--- config.mk ---
export PLATFORM = sky130hd
export DESIGN_NAME = e10_csr_bridge
export DESIGN_NICKNAME = d
export VERILOG_FILES = /design/src/rtl/e10_csr_pkg.sv /design/src/rtl/e10_csr_port_mux.sv /design/src/rtl/e10_csr_bridge.sv
export SDC_FILE = /design/constraint.sdc
export NUM_CORES = 1
export LEC_CHECK = 0
export ABC_AREA = 1
export BUFFER_PORTS_ARGS = -buffer_cell sky130_fd_sc_hd__buf_2
export CORE_AREA = 3 3 170 172
export DETAILED_ROUTE_END_ITERATION = 7
export DIE_AREA = 0 0 173 175
export GPL_ROUTABILITY_DRIVEN = 0
export SYNTH_ARGS = -nofsm -noshare
export SYNTH_HDL_FRONTEND = slang
export SYNTH_SLANG_ARGS = --single-unit
--- constraint.sdc ---
create_clock -name pClk -period 5.9 [get_ports pClk]
set_input_delay 0 -clock pClk [delete_from_list [all_inputs] [get_ports pClk]]
set_output_delay 0 -clock pClk [all_outputs]
set_load 0.01 [all_outputs]
--- src/rtl/e10_csr_pkg.sv ---
// Shared types and constants for the E10 MAC CSR bridge.
package e10_csr_pkg;

   localparam int unsigned ADDR_W     = 16;
   localparam int unsigned DATA_W     = 32;
   localparam int unsigned PORT_W     = 3;
   localparam int unsigned CMD_WR_BIT = 16;
   localparam int unsigned CMD_RD_BIT = 17;

   localparam logic [DATA_W-1:0] TO_DATA_DEFAULT = 32'hFFFF_FFFF;

   typedef enum logic [1:0] {
      ST_IDLE = 2'd0,
      ST_REQ  = 2'd1,
      ST_DONE = 2'd2
   } t_e10_csr_state;

endpackage

--- src/rtl/e10_csr_port_mux.sv ---
// Selects readdata/waitrequest of the latched port and decodes one-hot strobes.
module e10_csr_port_mux
   import e10_csr_pkg::*;
#(
   parameter int unsigned NPORTS = 8
) (
   input  logic [PORT_W-1:0]        sel_port_i,
   input  logic [NPORTS*DATA_W-1:0] avm_readdata_i,
   input  logic [NPORTS-1:0]        avm_waitrequest_i,
   input  logic [PORT_W-1:0]        dec_port_i,
   input  logic                     dec_wr_i,
   input  logic                     dec_rd_i,
   output logic [DATA_W-1:0]        readdata_o,
   output logic                     waitrequest_o,
   output logic [NPORTS-1:0]        write_oh_o,
   output logic [NPORTS-1:0]        read_oh_o
);

   always_comb begin
      readdata_o    = '0;
      waitrequest_o = 1'b0;
      write_oh_o    = '0;
      read_oh_o     = '0;
      for (int p = 0; p < int'(NPORTS); p++) begin
         if (sel_port_i == PORT_W'(p)) begin
            readdata_o    = avm_readdata_i[DATA_W*p +: DATA_W];
            waitrequest_o = avm_waitrequest_i[p];
         end
         if (dec_port_i == PORT_W'(p)) begin
            write_oh_o[p] = dec_wr_i;
            read_oh_o[p]  = dec_rd_i;
         end
      end
   end

endmodule

--- src/rtl/e10_csr_bridge.sv ---
// Turns prmg command-register writes into single Avalon-MM transactions on one
// of NPORTS MAC CSR slaves, with captured read data and sticky error flags.
module e10_csr_bridge
   import e10_csr_pkg::*;
#(
   parameter int unsigned       NPORTS  = 8,
   parameter int unsigned       TIMEOUT = 1024,
   parameter logic [DATA_W-1:0] TO_DATA = TO_DATA_DEFAULT
) (
   input  logic                     pClk,
   input  logic                     pClk_rst_n,
   input  logic                     cmd_wr,
   input  logic [31:0]              cmd_data,
   input  logic [DATA_W-1:0]        wr_data,
   input  logic [PORT_W-1:0]        port_sel,
   input  logic                     status_clr,
   output logic [DATA_W-1:0]        rd_data,
   output logic                     busy,
   output logic                     err_timeout,
   output logic                     err_overrun,
   output logic                     err_cmd,
   output logic [ADDR_W-1:0]        avm_address,
   output logic [DATA_W-1:0]        avm_writedata,
   output logic [NPORTS-1:0]        avm_write,
   output logic [NPORTS-1:0]        avm_read,
   input  logic [NPORTS*DATA_W-1:0] avm_readdata,
   input  logic [NPORTS-1:0]        avm_waitrequest
);

   localparam int unsigned CNT_W = $clog2(TIMEOUT) + 1;

   t_e10_csr_state state_q, state_d;

   logic [ADDR_W-1:0] addr_q, addr_d;
   logic [DATA_W-1:0] wdata_q, wdata_d;
   logic [PORT_W-1:0] port_q, port_d;
   logic              is_wr_q, is_wr_d;
   logic [CNT_W-1:0]  cnt_q, cnt_d;
   logic [DATA_W-1:0] rd_data_q, rd_data_d;
   logic              busy_q, busy_d;
   logic              err_to_q, err_to_d;
   logic              err_ov_q, err_ov_d;
   logic              err_cmd_q, err_cmd_d;
   logic [NPORTS-1:0] wr_strb_q, wr_strb_d;
   logic [NPORTS-1:0] rd_strb_q, rd_strb_d;
   logic              strb_on_d;

   logic              cmd_wbit, cmd_rbit;
   logic              accept, req_done, req_timeout;
   logic              set_to, set_ov, set_cmd;
   logic [DATA_W-1:0] sel_readdata;
   logic              sel_waitreq;
   logic              unused_cmd_bits;

   assign cmd_wbit        = cmd_data[CMD_WR_BIT];
   assign cmd_rbit        = cmd_data[CMD_RD_BIT];
   assign unused_cmd_bits = ^cmd_data[31:CMD_RD_BIT+1];

   assign accept      = (state_q == ST_IDLE) && cmd_wr && (cmd_wbit ^ cmd_rbit);
   assign req_done    = (state_q == ST_REQ) && !sel_waitreq;
   assign req_timeout = (state_q == ST_REQ) && sel_waitreq && (cnt_q == CNT_W'(TIMEOUT - 1));

   e10_csr_port_mux #(.NPORTS(NPORTS)) u_mux (
      .sel_port_i        (port_q),
      .avm_readdata_i    (avm_readdata),
      .avm_waitrequest_i (avm_waitrequest),
      .dec_port_i        (port_d),
      .dec_wr_i          (strb_on_d & is_wr_d),
      .dec_rd_i          (strb_on_d & ~is_wr_d),
      .readdata_o        (sel_readdata),
      .waitrequest_o     (sel_waitreq),
      .write_oh_o        (wr_strb_d),
      .read_oh_o         (rd_strb_d)
   );

   // State register
   always_ff @(posedge pClk) begin
      if (!pClk_rst_n) state_q <= ST_IDLE;
      else             state_q <= state_d;
   end

   // Next-state logic
   always_comb begin
      state_d = state_q;
      unique case (state_q)
         ST_IDLE: if (accept) state_d = ST_REQ;
         ST_REQ:  if (req_done || req_timeout) state_d = ST_DONE;
         ST_DONE: state_d = ST_IDLE;
         default: state_d = ST_IDLE;
      endcase
   end

   // Datapath and output next values
   always_comb begin
      addr_d    = addr_q;
      wdata_d   = wdata_q;
      port_d    = port_q;
      is_wr_d   = is_wr_q;
      cnt_d     = cnt_q;
      rd_data_d = rd_data_q;
      strb_on_d = 1'b0;
      set_to    = 1'b0;
      set_cmd   = (state_q == ST_IDLE) && cmd_wr && cmd_wbit && cmd_rbit;
      set_ov    = (state_q != ST_IDLE) && cmd_wr && (cmd_wbit || cmd_rbit);

      if (accept) begin
         addr_d    = cmd_data[ADDR_W-1:0];
         port_d    = port_sel;
         is_wr_d   = cmd_wbit;
         cnt_d     = '0;
         strb_on_d = 1'b1;
         if (cmd_wbit) wdata_d = wr_data;
      end else if (req_done) begin
         if (!is_wr_q) rd_data_d = sel_readdata;
      end else if (req_timeout) begin
         set_to = 1'b1;
         if (!is_wr_q) rd_data_d = TO_DATA;
      end else if (state_q == ST_REQ) begin
         cnt_d     = cnt_q + CNT_W'(1);
         strb_on_d = 1'b1;
      end

      busy_d    = (state_d != ST_IDLE);
      err_to_d  = (err_to_q  && !status_clr) || set_to;
      err_ov_d  = (err_ov_q  && !status_clr) || set_ov;
      err_cmd_d = (err_cmd_q && !status_clr) || set_cmd;
   end

   always_ff @(posedge pClk) begin
      if (!pClk_rst_n) begin
         addr_q    <= '0;
         wdata_q   <= '0;
         port_q    <= '0;
         is_wr_q   <= 1'b0;
         cnt_q     <= '0;
         rd_data_q <= '0;
         busy_q    <= 1'b0;
         err_to_q  <= 1'b0;
         err_ov_q  <= 1'b0;
         err_cmd_q <= 1'b0;
         wr_strb_q <= '0;
         rd_strb_q <= '0;
      end else begin
         addr_q    <= addr_d;
         wdata_q   <= wdata_d;
         port_q    <= port_d;
         is_wr_q   <= is_wr_d;
         cnt_q     <= cnt_d;
         rd_data_q <= rd_data_d;
         busy_q    <= busy_d;
         err_to_q  <= err_to_d;
         err_ov_q  <= err_ov_d;
         err_cmd_q <= err_cmd_d;
         wr_strb_q <= wr_strb_d;
         rd_strb_q <= rd_strb_d;
      end
   end

   assign rd_data       = rd_data_q;
   assign busy          = busy_q;
   assign err_timeout   = err_to_q;
   assign err_overrun   = err_ov_q;
   assign err_cmd       = err_cmd_q;
   assign avm_address   = addr_q;
   assign avm_writedata = wdata_q;
   assign avm_write     = wr_strb_q;
   assign avm_read      = rd_strb_q;

endmodule

* Word-level counts from Yosys, hierarchy flattened *
Cells that the tools add are included.

storage, ports and cells
  word-level logic and storage cells = 123
  output and inout port bits = 100
  register bits = 117

cells by class
  bitwise operators = 8
  muxes and demuxes = 32
  add/sub/neg operators = 1
  reductions and logical operators = 37
  eq/ne operators = 18

operators with widths
  cell                     count
  $mux W32                 12
  $eq A3 B3 Y1 const B     8
  $reduce_and A2 Y1        9
  $mux W1                  16
  $eq A3 B2 Y1 const B     4
  $logic_and A1 B1 Y1      12
  $add A11 B1 Y11 const B  1
  $eq A11 B10 Y1 const B   1
  $eq A3 B1 Y1 const B     2
  $logic_not A3 Y1         2
  $reduce_bool A2 Y1       3
  $logic_or A1 B1 Y1       5
  $not A1 Y1               5
  $mux W2                  2
  $ne A2 B2 Y1 const B     2
  $pmux W2 S2              1
  $reduce_and A4 Y1        1
  $mux W3                  1
  $reduce_and A3 Y1        1
  $and A1 B1 Y1            2
  $eq A2 B1 Y1 const B     1
  $logic_not A1 Y1         2
  $logic_not A2 Y1         1
  $reduce_or A2 Y1         1
  $xor A1 B1 Y1            1

* Depth between registers and ports, before layout *
Gate-level depths: netlist (run 1).

  word-level depth = 15
  mapped depth = 16
  gate-level depth less buffers = 15

* Cells and area by module *
Synthesis (run 1) repeated with hierarchy kept, for this count alone.

unflattened totals
  cells, all modules = 1078
  area total of the unflattened synthesis = 7365.8 um^2

by module, submodules not included
  module            area each (um^2)  instances  cells each  seq. area each (um^2)
  e10_csr_bridge    4979.8            1          594         2342.2
  e10_csr_port_mux  2386.0            1          484         0.0

* Worst setup path before layout (run 1) *
Ideal clock, no wire load.

  path kind = register to register
  start point = register port_q[1]
  end point = register rd_data_q[24], in the netlist rd_data[24]
  slack = 3.999 ns
  clock period less this slack = 1.901 ns
  stages on the path, launching flop included = 13
  setup time = 0.114 ns
  arrival time = 1.787 ns
  path through = dfxtp_1 > buf_2 > inv_1 > nor3_4 > inv_2 > or2_1 > nand2_1 > nand2_4 > nor2_8 > buf_4 > nand2_1 > nand2_1 > nor2_1

between the ends
  longest elaborated chain between the ends = 13
  elaborated cells on any way between the ends = 34
  those cells by class = 9 x eq/ne; 18 x mux; 7 x reduce/logical

ends and longest elaborated chain
  element                                                                     RTL line                                    source
  start: declaration                                                          e10_csr_bridge.sv:36                        logic [PORT_W-1:0] port_q, port_d;
  start signal: assignment                                                    e10_csr_bridge.sv:146                       port_q <= port_d;
  $logic_not A3 Y1                                                            e10_csr_port_mux.sv:25                      if (sel_port_i == PORT_W'(p)) begin
  $mux W1 (8 in a row)                                                        e10_csr_port_mux.sv:25
  $logic_and A1 B1 Y1 / $logic_not A1 Y1 (equally long branches)              e10_csr_bridge.sv:61, e10_csr_bridge.sv:60
  $logic_and A1 B1 Y1 (on tied branches)                                      e10_csr_bridge.sv:61, e10_csr_bridge.sv:60
  $ne A2 B2 Y1 (no source line) / $reduce_bool A2 Y1 (equally long branches)  n/a
  $reduce_and A4 Y1 (no source line)                                          n/a
  end signal: assignment                                                      e10_csr_bridge.sv:149                       rd_data_q <= rd_data_d;
  end: declaration                                                            e10_csr_bridge.sv:39                        logic [DATA_W-1:0] rd_data_q, rd_data_d;

Parallel ways exist; a longest one is shown, timed or not. The select of a mux whose other input is x is not followed.
A chain may end at the register's enable or synchronous reset.

* Final worst setup path (run 1) *
  start point = register port_q[2]
  end point = register wr_strb_q[4], in the netlist avm_write[4]

between the ends
  longest elaborated chain between the ends = 15
  elaborated cells on any way between the ends = 27
  those cells by class = 8 x eq/ne; 12 x mux; 1 x bitwise; 6 x reduce/logical

ends and longest elaborated chain
  element                           RTL line                source
  $logic_not A3 Y1                  e10_csr_port_mux.sv:25
  $mux W1 (8 in a row)              e10_csr_port_mux.sv:25
  $logic_and A1 B1 Y1 (2 in a row)  e10_csr_bridge.sv:61    assign req_timeout = (state_q == ST_REQ) && sel_waitreq && (cnt_q == CNT_W'(TIMEOUT - 1));
  $mux W1                           e10_csr_bridge.sv:115   end else if (req_timeout) begin
  $mux W1                           e10_csr_bridge.sv:113   end else if (req_done) begin
  $mux W1                           e10_csr_bridge.sv:106   if (accept) begin
  $and A1 B1 Y1                     e10_csr_bridge.sv:68    .dec_wr_i (strb_on_d & is_wr_d),
  end signal: assignment            e10_csr_bridge.sv:154   wr_strb_q <= wr_strb_d;
  end: declaration                  e10_csr_bridge.sv:44    logic [NPORTS-1:0] wr_strb_q, wr_strb_d;

Parallel ways exist; a longest one is shown, timed or not.

==> flow_metrics.tcl, run 1 <==
set metrics [dict create \
    outcome "finished clean" \
    power_density_mw_per_mm2 254.6 \
    initial_utilization 0.2197 \
    met3RoutedLength_mm 2.584 \
    top_layer "met5" \
    critPathMaxFanout 33 \
    grt_pass1_vias 8264 \
    fin_crit_sh 0.5300 \
    timing.hold.worst.class "primary input to flop" \
    clk-insertion-delay-late_ns 0.42 \
    critical_path_required_ns 6.24 \
    detailedRoute.firstPassIterationCount 7 \
    port_buffers 420 \
    row_count 61 \
    setup_total_negative_slack_ns 0 \
    clk_path_buf_depth 2 \
    max-vdd-ir-drop_mv 0.1617 \
    fraction_of_layout_cells_with_a_size_suffix_above_1 0.3273 \
    r2r-start "port_q[2]" \
    postCtsSetupBuffers 0 \
    clock_tree.root_cell "sky130_fd_sc_hd__clkbuf_16" \
    report.final.hold_viol_count 0 \
    synthDistinctLibCells 28 \
    crit_path_start_kind "flop" \
    crit_path_start "port_q[2]" \
    worst_slew_margin_rel 0.2406 \
    setup_viol_count_final 0 \
    clock_tree_from_tritoncts "done" \
    grt_first_pass_wirelength_mm 47.85 \
    max_slew.worst_pin.slew_ns 1.139 \
    drt_wl_total_mm 31.99 \
    ctsHoldBuffers 72 \
    drtIter0Drc 521 \
    timing.final.max_slew_violations 0 \
    worst-r2r-setup-slack_ns 2.77 \
    met1Wirelength_mm 12.01 \
    route.detailed.drc 0 \
    total_nets_final 1766 \
    skew_ns 0.02011 \
    cts_sink_cnt 117 \
    htree_levels 4 \
    clk_pin_slew_worst_paths_ns 0.06 \
    detailroute.via_count 8296 \
    arrival_ns 3.47 \
    worst_hold_startpoint "avm_readdata[228]" \
    syn_avg_cell_area_um2 6.290 \
    grtUsageTotal 0.2045 \
    r2r_end "avm_write[4]" \
    post_synthesis_sequential_area_ratio 0.3859 \
    cts.repair.resized 0 \
    fmaxAchievable_mhz 319.8 \
    mapped_area_mm2 0.006070 \
    worst_r2r_path_depth 15 \
    drtAntennaViolNets 0 \
    fp.dieH_um 175 \
    hold_end "rd_data[4]" \
    rsz_0062_raised_after_global_routing "false" \
    post_drt_wl_per_cell_um 17.56 \
    synthesis.yosys.warnings 0 \
    syn-num-nets 1302 \
    power_leakage_nw 4.834 \
    number_of_top_level_pins 435 \
    maximum_number_of_pins_on_one_net_before_global_route_repair 68 \
    critical_path.endpoint_type "flop" \
    die_w_um 173 \
    syn-instance-count 965 \
    remaining_overflow_grt 0 \
    worst-setup-path-type "flop to flop" \
    final_hold_slack_ns 0.01762 \
    route.met2.wl_mm 15.90 \
    worst_hold_path.num_cells 5 \
    hpwl_mm 24.34 \
    placeable_core_region_mm2 0.02763 \
    floorplan.die_area_mm2 0.03028 \
    maxCapViolations 0 \
    routed_via_density 4.553 \
    final.min_clock_period_ns 3.127 \
    ys_seq_elements 117 \
    antenna_found_initial 9 \
    tritoncts.num_buffers 17 \
    area.growth.synth_to_final_pct 61.12 \
]
-- Yosys cell counts --
| library cell | n | area (um^2) |
|---|---|---|
| sky130_fd_sc_hd__a21oi_1 | 123 | 615.6 |
| sky130_fd_sc_hd__buf_1 | 4 | 15.01 |
| sky130_fd_sc_hd__buf_2 | 5 | 25.02 |
| sky130_fd_sc_hd__buf_4 | 6 | 45.04 |
| sky130_fd_sc_hd__clkbuf_1 | 40 | 150.1 |
| sky130_fd_sc_hd__clkinv_1 | 3 | 11.26 |
| sky130_fd_sc_hd__dfxtp_1 | 117 | 2342 |
| sky130_fd_sc_hd__ha_1 | 2 | 25.02 |
| sky130_fd_sc_hd__inv_1 | 35 | 131.4 |
| sky130_fd_sc_hd__inv_2 | 2 | 7.510 |
| sky130_fd_sc_hd__nand2_1 | 325 | 1220 |
| sky130_fd_sc_hd__nand2_4 | 2 | 22.52 |
| sky130_fd_sc_hd__nand3_1 | 42 | 210.2 |
| sky130_fd_sc_hd__nand3b_1 | 1 | 7.510 |
| sky130_fd_sc_hd__nand4_1 | 37 | 231.5 |
| sky130_fd_sc_hd__nor2_1 | 139 | 521.8 |
| sky130_fd_sc_hd__nor2_2 | 1 | 6.260 |
| sky130_fd_sc_hd__nor2_8 | 1 | 20.02 |
| sky130_fd_sc_hd__nor3_1 | 6 | 30.03 |
| sky130_fd_sc_hd__nor3_2 | 1 | 10.01 |
| sky130_fd_sc_hd__nor3_4 | 2 | 32.53 |
| sky130_fd_sc_hd__o21a_1 | 1 | 7.510 |
| sky130_fd_sc_hd__o21ai_0 | 60 | 300.3 |
| sky130_fd_sc_hd__o21bai_1 | 1 | 7.510 |
| sky130_fd_sc_hd__or2_1 | 1 | 6.260 |
| sky130_fd_sc_hd__or2_2 | 1 | 6.260 |
| sky130_fd_sc_hd__xnor2_1 | 3 | 26.28 |
| sky130_fd_sc_hd__xor2_1 | 4 | 35.03 |
-- worst max-delay path, cell delays in order, from the launching register on --
cell	delay, ns
sky130_fd_sc_hd__dfxtp_1	0.35
sky130_fd_sc_hd__inv_2	0.19
sky130_fd_sc_hd__nand3_1	0.10
sky130_fd_sc_hd__inv_1	0.80
sky130_fd_sc_hd__nand2_1	0.11
sky130_fd_sc_hd__nand2_1	0.10
sky130_fd_sc_hd__inv_1	0.04
sky130_fd_sc_hd__nand2_1	0.05
sky130_fd_sc_hd__nand2_1	0.07
sky130_fd_sc_hd__nand3_1	0.10
sky130_fd_sc_hd__nand2_1	0.11
sky130_fd_sc_hd__inv_1	0.09
sky130_fd_sc_hd__nand3b_1	0.37
sky130_fd_sc_hd__nand2_1	0.20
sky130_fd_sc_hd__nand2_1	0.20
sky130_fd_sc_hd__nor2_1	0.16
-- report_power, final --
group	internal [mW]	switching, mW
registers	0.834	0.0244
logic	0.237	0.385
clock network	0.594	0.415
-- layout by cell type, fill, tap and decap left out, types with 2 or more instances in the layout --
cell,n
sky130_fd_sc_hd__nor3_1,4
sky130_fd_sc_hd__xor2_1,4
sky130_fd_sc_hd__nand3_1,42
sky130_fd_sc_hd__nand2_1,325
sky130_fd_sc_hd__inv_1,35
sky130_fd_sc_hd__clkinv_1,3
sky130_fd_sc_hd__nor3_4,3
sky130_fd_sc_hd__nand4_1,37
sky130_fd_sc_hd__clkbuf_16,17
sky130_fd_sc_hd__buf_2,420
sky130_fd_sc_hd__nand2_4,2
sky130_fd_sc_hd__inv_2,2
sky130_fd_sc_hd__clkinvlp_4,3
sky130_fd_sc_hd__buf_4,8
sky130_fd_sc_hd__dlygate4sd3_1,72
sky130_fd_sc_hd__diode_2,2
sky130_fd_sc_hd__nor3_2,2
sky130_fd_sc_hd__dfxtp_1,117
sky130_fd_sc_hd__o21ai_0,60
sky130_fd_sc_hd__clkinv_4,5
sky130_fd_sc_hd__clkinv_2,3
sky130_fd_sc_hd__inv_6,2
sky130_fd_sc_hd__ha_1,2
sky130_fd_sc_hd__xnor2_1,3
sky130_fd_sc_hd__a21oi_1,123
sky130_fd_sc_hd__nor2_1,139
-- area by class of cell --
type	count	area, um^2
multi-input cells	753	3358
clock inverters	14	128.9
repair buffers	500	2883
fillers	2992	17850
inverters	40	150.1
diodes	2	5.005
well taps	378	473.0
flip-flops and latches	117	2342
clock buffers	18	439.2
-- per-layer routing --
metal	up-vias	GRT usage
li1	4079	-
met1	3720	0.2209
met2	411	0.3665
met3	72	0.06128
met4	14	0.09628
met5	-	0
-- how the worst max path moves through the flow --
stage / end / slack, ns / depth (start not counted)
after global placement: avm_read[0] / 2.82 / 15
final: avm_write[4] / 2.77 / 15
after CTS: avm_write[4] / 2.75 / 15
after global routing: avm_read[7] / 2.36 / 15
after detailed placement: avm_write[4] / 2.77 / 15
after floorplan: rd_data[24] / 4.00 / 12
-- kinds of logic (layout without fill, tap and decap cells) --
kind of cell               Yosys count  in the layout  share of synthesized area
DFF                                117            117                     0.3859
buffers and inverters               95            572                    0.06349
adders and majority gates            2              2                   0.004122
xor gates and xnor gates             7              7                    0.01010
and+or+nand+nor                    559            559                     0.3830
other                                0              2                          0
AOI/OAI and AO/OA                  185            185                     0.1534
-- metrics by stage --
stage,instances,power [mW],worst slack [ns],cell area (um^2),util
finish,1822,2.489,2.773,9779,0.3540
global route,1821,2.630,2.355,9777,0.3539
detailed placement,1716,1.461,2.766,8486,0.3071
global placement,1716,1.456,2.818,8486,0.3071
CTS,1820,2.526,2.751,9774,0.3538
floorplan,965,1.159,3.999,6070,-
-- registers in the layout, indices dropped and copies added, names as in the netlist --
signal,count
port_q,3
avm_address,16
avm_write,8
err_cmd,1
err_timeout,1
cnt_q,11
avm_writedata,32
state_q,2
is_wr_q,1
rd_data,32
err_overrun,1
avm_read,8
busy,1
Power figures use the tool's default switching activity.
==> run 2, diff against run 1 <==
--- a/config.mk
+++ b/config.mk
@@ -7,9 +7,9 @@
 export LEC_CHECK = 0
 export ABC_AREA = 1
 export BUFFER_PORTS_ARGS = -buffer_cell sky130_fd_sc_hd__buf_2
-export CORE_AREA = 3 3 170 172
+export CORE_AREA = 3 3 168 170
 export DETAILED_ROUTE_END_ITERATION = 7
-export DIE_AREA = 0 0 173 175
+export DIE_AREA = 0 0 171 173
 export GPL_ROUTABILITY_DRIVEN = 0
 export SYNTH_ARGS = -nofsm -noshare
 export SYNTH_HDL_FRONTEND = slang
==> constraint.sdc (replaced) <==
create_clock -name pClk -period 3 [get_ports pClk]
set_input_delay 0 -clock pClk [delete_from_list [all_inputs] [get_ports pClk]]
set_output_delay 0 -clock pClk [all_outputs]
set_load 0.01 [all_outputs]
==> flow_metrics.tcl, run 2 (same netlist as run 1, synthesis figures left out) <==
set metrics [dict create \
    critical_path_required_ns 3.30 \
    tritoncts.num_buffers 17 \
    skew_ns 0.01477 \
    netSwitchingFraction 0.3199 \
    maximum_number_of_pins_on_one_net_before_global_route_repair 66 \
    power_mw 4.974 \
    worst-setup-path-type "flop to flop" \
    clock_tree_from_tritoncts "done" \
    drtAntennaViolNets 0 \
    routed_via_density 4.640 \
    clk_path_buf_depth 2 \
    power_density_mw_per_mm2 506.2 \
    maxCapViolations 0 \
    max-vdd-ir-drop_mv 0.3590 \
    number_of_top_level_pins 435 \
    timing.final.max_slew_violations 0 \
    drtIter0Drc 490 \
    detailedRoute.firstPassIterationCount 7 \
    clk_pin_slew_worst_paths_ns 0.06 \
    post_drt_wl_per_cell_um 17.44 \
    power.share.combinational 0.247 \
    finalWorstSetupSlack_ns 0.3802 \
    mostFrequentLayoutCell "sky130_fd_sc_hd__buf_2" \
    hold_end "rd_data[27]" \
    port_buffers 420 \
    r2r_end "rd_data[13]" \
    cts_sink_cnt 117 \
    worst_hold_startpoint "avm_readdata[251]" \
    drt_wl_total_mm 31.28 \
    grt_first_pass_wirelength_mm 45.59 \
    htree_levels 4 \
    initial_utilization 0.2258 \
    clock_group_share_of_total_power 0.412 \
    timing.hold.worst.class "primary input to flop" \
    setup_total_negative_slack_ns 0 \
    worst_slew_margin_rel 0.5429 \
    total_nets_final 1776 \
    antenna_found_initial 8 \
    crit_path_start_kind "flop" \
    floorplan.die_area_mm2 0.02958 \
    hpwl_mm 23.67 \
    detailroute.via_count 8325 \
    critical_path.endpoint_type "flop" \
    final_hold_slack_ns 0.03235 \
    final.min_clock_period_ns 2.620 \
    clk-insertion-delay-late_ns 0.41 \
    rsz_0062_raised_after_global_routing "false" \
    fraction_of_layout_cells_with_a_size_suffix_above_1 0.3306 \
    power_report.internal_total_mw 3.383 \
    outcome "finished clean" \
    grtUsageTotal 0.1995 \
    row_count 60 \
    area.growth.synth_to_final_pct 61.90 \
    preCtsSetupSlack_ns 0.4855 \
    fp.dieH_um 173 \
    r2r-start "port_q[0]" \
    worst_r2r_path_depth 12 \
    power_leakage_nw 4.900 \
    worst-r2r-setup-slack_ns 0.38 \
    placeable_core_region_mm2 0.02688 \
    report.final.hold_viol_count 0 \
    max_slew.worst_pin.slew_ns 0.6856 \
    grt_pass1_vias 8209 \
    fin_crit_sh 0.8733 \
    remaining_overflow_grt 0 \
    clock_tree.root_cell "sky130_fd_sc_hd__clkbuf_16" \
    most-common-layout-cells "sky130_fd_sc_hd__buf_2, sky130_fd_sc_hd__nand2_1, sky130_fd_sc_hd__nor2_1" \
    finalCoreUtilization 0.3656 \
    power.switching_mw 1.591 \
    setup_viol_count_final 0 \
    die_w_um 171 \
    power_frac_seq 0.340 \
    worst_hold_path.num_cells 5 \
    critPathMaxFanout 17 \
    fmaxAchievable_mhz 381.7 \
    arrival_ns 2.92 \
    route.detailed.drc 0 \
]
## run 2: cell types whose count changed in the layout (fill, tap and decap cells not counted)
cell,previous run,this run
sky130_fd_sc_hd__clkinvlp_4,3,2
sky130_fd_sc_hd__clkinv_2,3,4
sky130_fd_sc_hd__buf_4,8,17
sky130_fd_sc_hd__bufinv_16,1,2
sky130_fd_sc_hd__clkinv_4,5,4
sky130_fd_sc_hd__clkbuf_1,0,1
sky130_fd_sc_hd__dlygate4sd3_1,72,73
sky130_fd_sc_hd__diode_2,2,1
sky130_fd_sc_hd__clkbuf_8,1,2
sky130_fd_sc_hd__inv_6,2,0
## run 2: worst max-delay path by stage
stage,from,to,cells past startpoint
after CTS,port_q[0],rd_data[18],11
after global placement,port_q[0],rd_data[18],11
after detailed placement,port_q[0],rd_data[18],11
after global routing,port_q[0],rd_data[10],12
after floorplan,port_q[1],rd_data[24],12
final,port_q[0],rd_data[13],12
## run 2: final cells by class
| type | count | area, um^2 |
|---|---|---|
| Multi-Input combinational cell | 753 | 3358 |
| Tap cell | 341 | 426.7 |
| Inverter | 40 | 150.1 |
| Antenna cell | 1 | 2.502 |
| Fill cell | 2884 | 17050 |
| Timing Repair Buffer | 510 | 2960 |
| Clock buffer | 20 | 456.7 |
| Clock inverter | 12 | 130.1 |
| Sequential cell | 117 | 2342 |
## run 2: critical path: stages (launching register included)
cell and delay [ns]:
sky130_fd_sc_hd__dfxtp_1 0.46, sky130_fd_sc_hd__inv_1 0.20, sky130_fd_sc_hd__nand3_1 0.15, sky130_fd_sc_hd__inv_1 0.27, sky130_fd_sc_hd__buf_4 0.31, sky130_fd_sc_hd__nand2_1 0.07
sky130_fd_sc_hd__nand3_1 0.09, sky130_fd_sc_hd__a21oi_1 0.22, sky130_fd_sc_hd__nand4_1 0.28, sky130_fd_sc_hd__o21ai_0 0.22, sky130_fd_sc_hd__nand2_1 0.10, sky130_fd_sc_hd__nand2_1 0.08
sky130_fd_sc_hd__nor2_1 0.06
## run 2: repair_timing
item                                   CTS  global route
buffers inserted                         0             0
endpoints found under the hold margin   70             0
gates resized for setup                  0             0
hold buffers                            73             0
## run 2: metrics by stage
step / instance area [um^2] / instances
global placement: 8507 / 1688
finish: 9827 / 1794
CTS: 9824 / 1793
global route: 9824 / 1793
floorplan: 6070 / 965
detailed placement: 8507 / 1688
## run 2: power by group through the flow
stage | Sequential, mW | Combinational, mW | Clock [mW]
2_1_floorplan | 1.75 | 0.528 | 0
3_3_place_gp | 1.72 | 1.14 | 0
3_5_place_dp | 1.72 | 1.15 | 0
4_1_cts | 1.69 | 1.23 | 2.11
5_1_grt | 1.70 | 1.36 | 2.18
6_report | 1.69 | 1.23 | 2.05
## run 2: layer usage
| metal | wire (um) | track usage | up-vias |
|---|---|---|---|
| li1 | - | - | 4091 |
| met5 | 98 | 0 | - |
| met4 | 1325 | 0.08820 | 14 |
| met2 | 15210 | 0.3557 | 440 |
| met3 | 2688 | 0.05967 | 68 |
| met1 | 11960 | 0.2160 | 3712 |
==> run 3, diff against run 2 <==
--- a/config.mk
+++ b/config.mk
@@ -7,9 +7,9 @@
 export LEC_CHECK = 0
 export ABC_AREA = 1
 export BUFFER_PORTS_ARGS = -buffer_cell sky130_fd_sc_hd__buf_2
-export CORE_AREA = 3 3 168 170
+export CORE_AREA = 3 3 167 169
 export DETAILED_ROUTE_END_ITERATION = 7
-export DIE_AREA = 0 0 171 173
+export DIE_AREA = 0 0 170 172
 export GPL_ROUTABILITY_DRIVEN = 0
 export SYNTH_ARGS = -nofsm -noshare
 export SYNTH_HDL_FRONTEND = slang
==> constraint.sdc (replaced) <==
create_clock -name pClk -period 2.1 [get_ports pClk]
set_input_delay 0 -clock pClk [delete_from_list [all_inputs] [get_ports pClk]]
set_output_delay 0 -clock pClk [all_outputs]
set_load 0.01 [all_outputs]
==> flow_metrics.tcl, run 3 (same netlist as run 1, synthesis figures left out) <==
set metrics [dict create \
    outcome "complete, but fails checks" \
    failed_checks "hold timing" \
    total_nets_final 1801 \
    max-vdd-ir-drop_mv 0.4782 \
    setup_total_negative_slack_ns 0 \
    htree_levels 4 \
    cts_sink_cnt 117 \
    skew_ns 0.01569 \
    hold_end "rd_data[6]" \
    setup_viol_count_final 0 \
    drtIter0Drc 669 \
    critical_path.max_stage_delay_ns 0.58 \
    placedInstanceArea_mm2 0.008825 \
    maximum_number_of_pins_on_one_net_before_global_route_repair 40 \
    cp_cell_sequence "nor2_1 > nand4_1 > dlygate4sd3_1 > a21oi_1 > dlygate4sd3_1" \
    drt_wl_total_mm 32.38 \
    clk_pin_slew_worst_paths_ns 0.06 \
    clock_tree_from_tritoncts "done" \
    fin_cells 1821 \
    final.fill_count 2823 \
    power_density_mw_per_mm2 714.0 \
    worst_slew_margin_rel 0.6849 \
    placeable_core_region_mm2 0.02673 \
    final_hold_slack_ns -0.02106 \
    worst_hold_startpoint "avm_readdata[230]" \
    detailroute.via_count 8524 \
    grt_pass1_vias 8308 \
    mostFrequentLayoutCell "sky130_fd_sc_hd__buf_2" \
    most-common-layout-cells "sky130_fd_sc_hd__buf_2, sky130_fd_sc_hd__nand2_1, sky130_fd_sc_hd__nor2_1" \
    area.growth.synth_to_final_pct 69.37 \
    fin_crit_sh 0.9368 \
    grt_first_pass_wirelength_mm 46.82 \
    die_w_um 170 \
    fmaxAchievable_mhz 508.3 \
    dp_cells 1712 \
    fraction_of_layout_cells_with_a_size_suffix_above_1 0.3575 \
    r2r-start "state_q[0]" \
    r2r_end "err_cmd" \
    rsz_0062_raised_after_global_routing "false" \
    crit_path_top_delay_cell "sky130_fd_sc_hd__dlygate4sd3_1" \
    clk-insertion-delay-late_ns 0.41 \
    timing.final.max_slew_violations 0 \
    number_of_top_level_pins 435 \
    worst_r2r_path_depth 5 \
    critPathMaxFanout 3 \
    grtUsageTotal 0.2087 \
    post_drt_wl_per_cell_um 17.78 \
    report.final.hold_viol_count 2 \
    maxCapViolations 0 \
    hpwl_mm 24.52 \
    tritoncts.num_buffers 17 \
    remaining_overflow_grt 0 \
    worst-setup-path-type "flop to flop" \
    max_slew.worst_pin.slew_ns 0.4726 \
    row_count 60 \
    worst_hold_path.num_cells 5 \
    drtAntennaViolNets 0 \
    clk_path_buf_depth 2 \
    crit_path_start_kind "flop" \
    initial_utilization 0.2271 \
    detailedRoute.firstPassIterationCount 8 \
    timing.hold.worst.class "primary input to flop" \
    power_leakage_nw 5.072 \
    cp_common_cell "sky130_fd_sc_hd__dlygate4sd3_1" \
    port_buffers 420 \
    arrival_ns 2.32 \
    antenna_found_initial 14 \
    critical_path_required_ns 2.45 \
    critical_path.endpoint_type "flop" \
    clock_tree.root_cell "sky130_fd_sc_hd__clkbuf_16" \
    finish.instance_area_mm2 0.01028 \
    fp.dieH_um 172 \
    floorplan.die_area_mm2 0.02924 \
    final.min_clock_period_ns 1.967 \
    routed_via_density 4.681 \
    worst-r2r-setup-slack_ns 0.13 \
    route.detailed.drc 0 \
    finalCoreUtilization 0.3846 \
]
==> run 3: metal layers <==
layer	part of all wire	track usage	routed length, um	vias to the layer above
met5	0.0043	0	139	-
li1	-	-	-	4144
met3	0.092	0.06447	2966	74
met2	0.49	0.3847	15990	462
met4	0.032	0.07478	1030	22
met1	0.38	0.2261	12250	3822
==> run 3: area by class of cell <==
type / instances / area (um^2) / share of cell area
antenna: 3 / 7.507 / 0.0007303
clock buffer: 20 / 436.7 / 0.04248
inverter: 40 / 150.1 / 0.01461
tap: 341 / 426.7 / 0.04150
multi-input combinational: 753 / 3452 / 0.3358
clock inverter: 12 / 155.1 / 0.01509
sequential: 117 / 2347 / 0.2283
timing repair buffer: 535 / 3304 / 0.3214
==> run 3: where the power goes <==
group          leakage, nW  switching, mW  total, mW  internal (mW)
combinational         3.84           1.11       1.91          0.804
sequential           0.952         0.0705       2.41           2.34
clock                0.284           1.14       3.02           1.87
total                 5.07           2.32       7.34           5.02
==> run 3: how the worst max path moves through the flow <==
stage / from / endpoint
2_1_floorplan: port_q[1] / rd_data[24]
3_3_place_gp: port_q[2] / rd_data[12]
3_5_place_dp: port_q[2] / rd_data[12]
4_1_cts: port_q[1] / avm_read[6]
5_1_grt: cnt_q[0] / rd_data[27]
6_report: state_q[0] / err_cmd
==> run 3: timing repair <==
item                                    4_1_cts  5_1_grt
setup buffers                                 0        1
endpoints found under the hold margin        70        0
gates cloned                                  0        1
resized for setup                             2       33
pin swaps                                     0        6
hold buffers                                 72        0
endpoints found under the setup margin        1       63
==> run 3: per-stage QoR <==
step                      total power, mW  setup WS [ns]
after global placement              4.203       -0.09851
after global routing                7.736      0.0006430
final                               7.340         0.1328
after CTS                           7.381        0.01019
after detailed placement            4.209        -0.1094
after floorplan                     3.256         0.1994
==> run 3: critical path, delay by kind of cell, from the launching register on <==
kind / cells / cell delay [ns]
compound gates: 1 / 0.12
flops: 1 / 0.30
simple gates: 2 / 0.36
buf+inv: 2 / 1.13
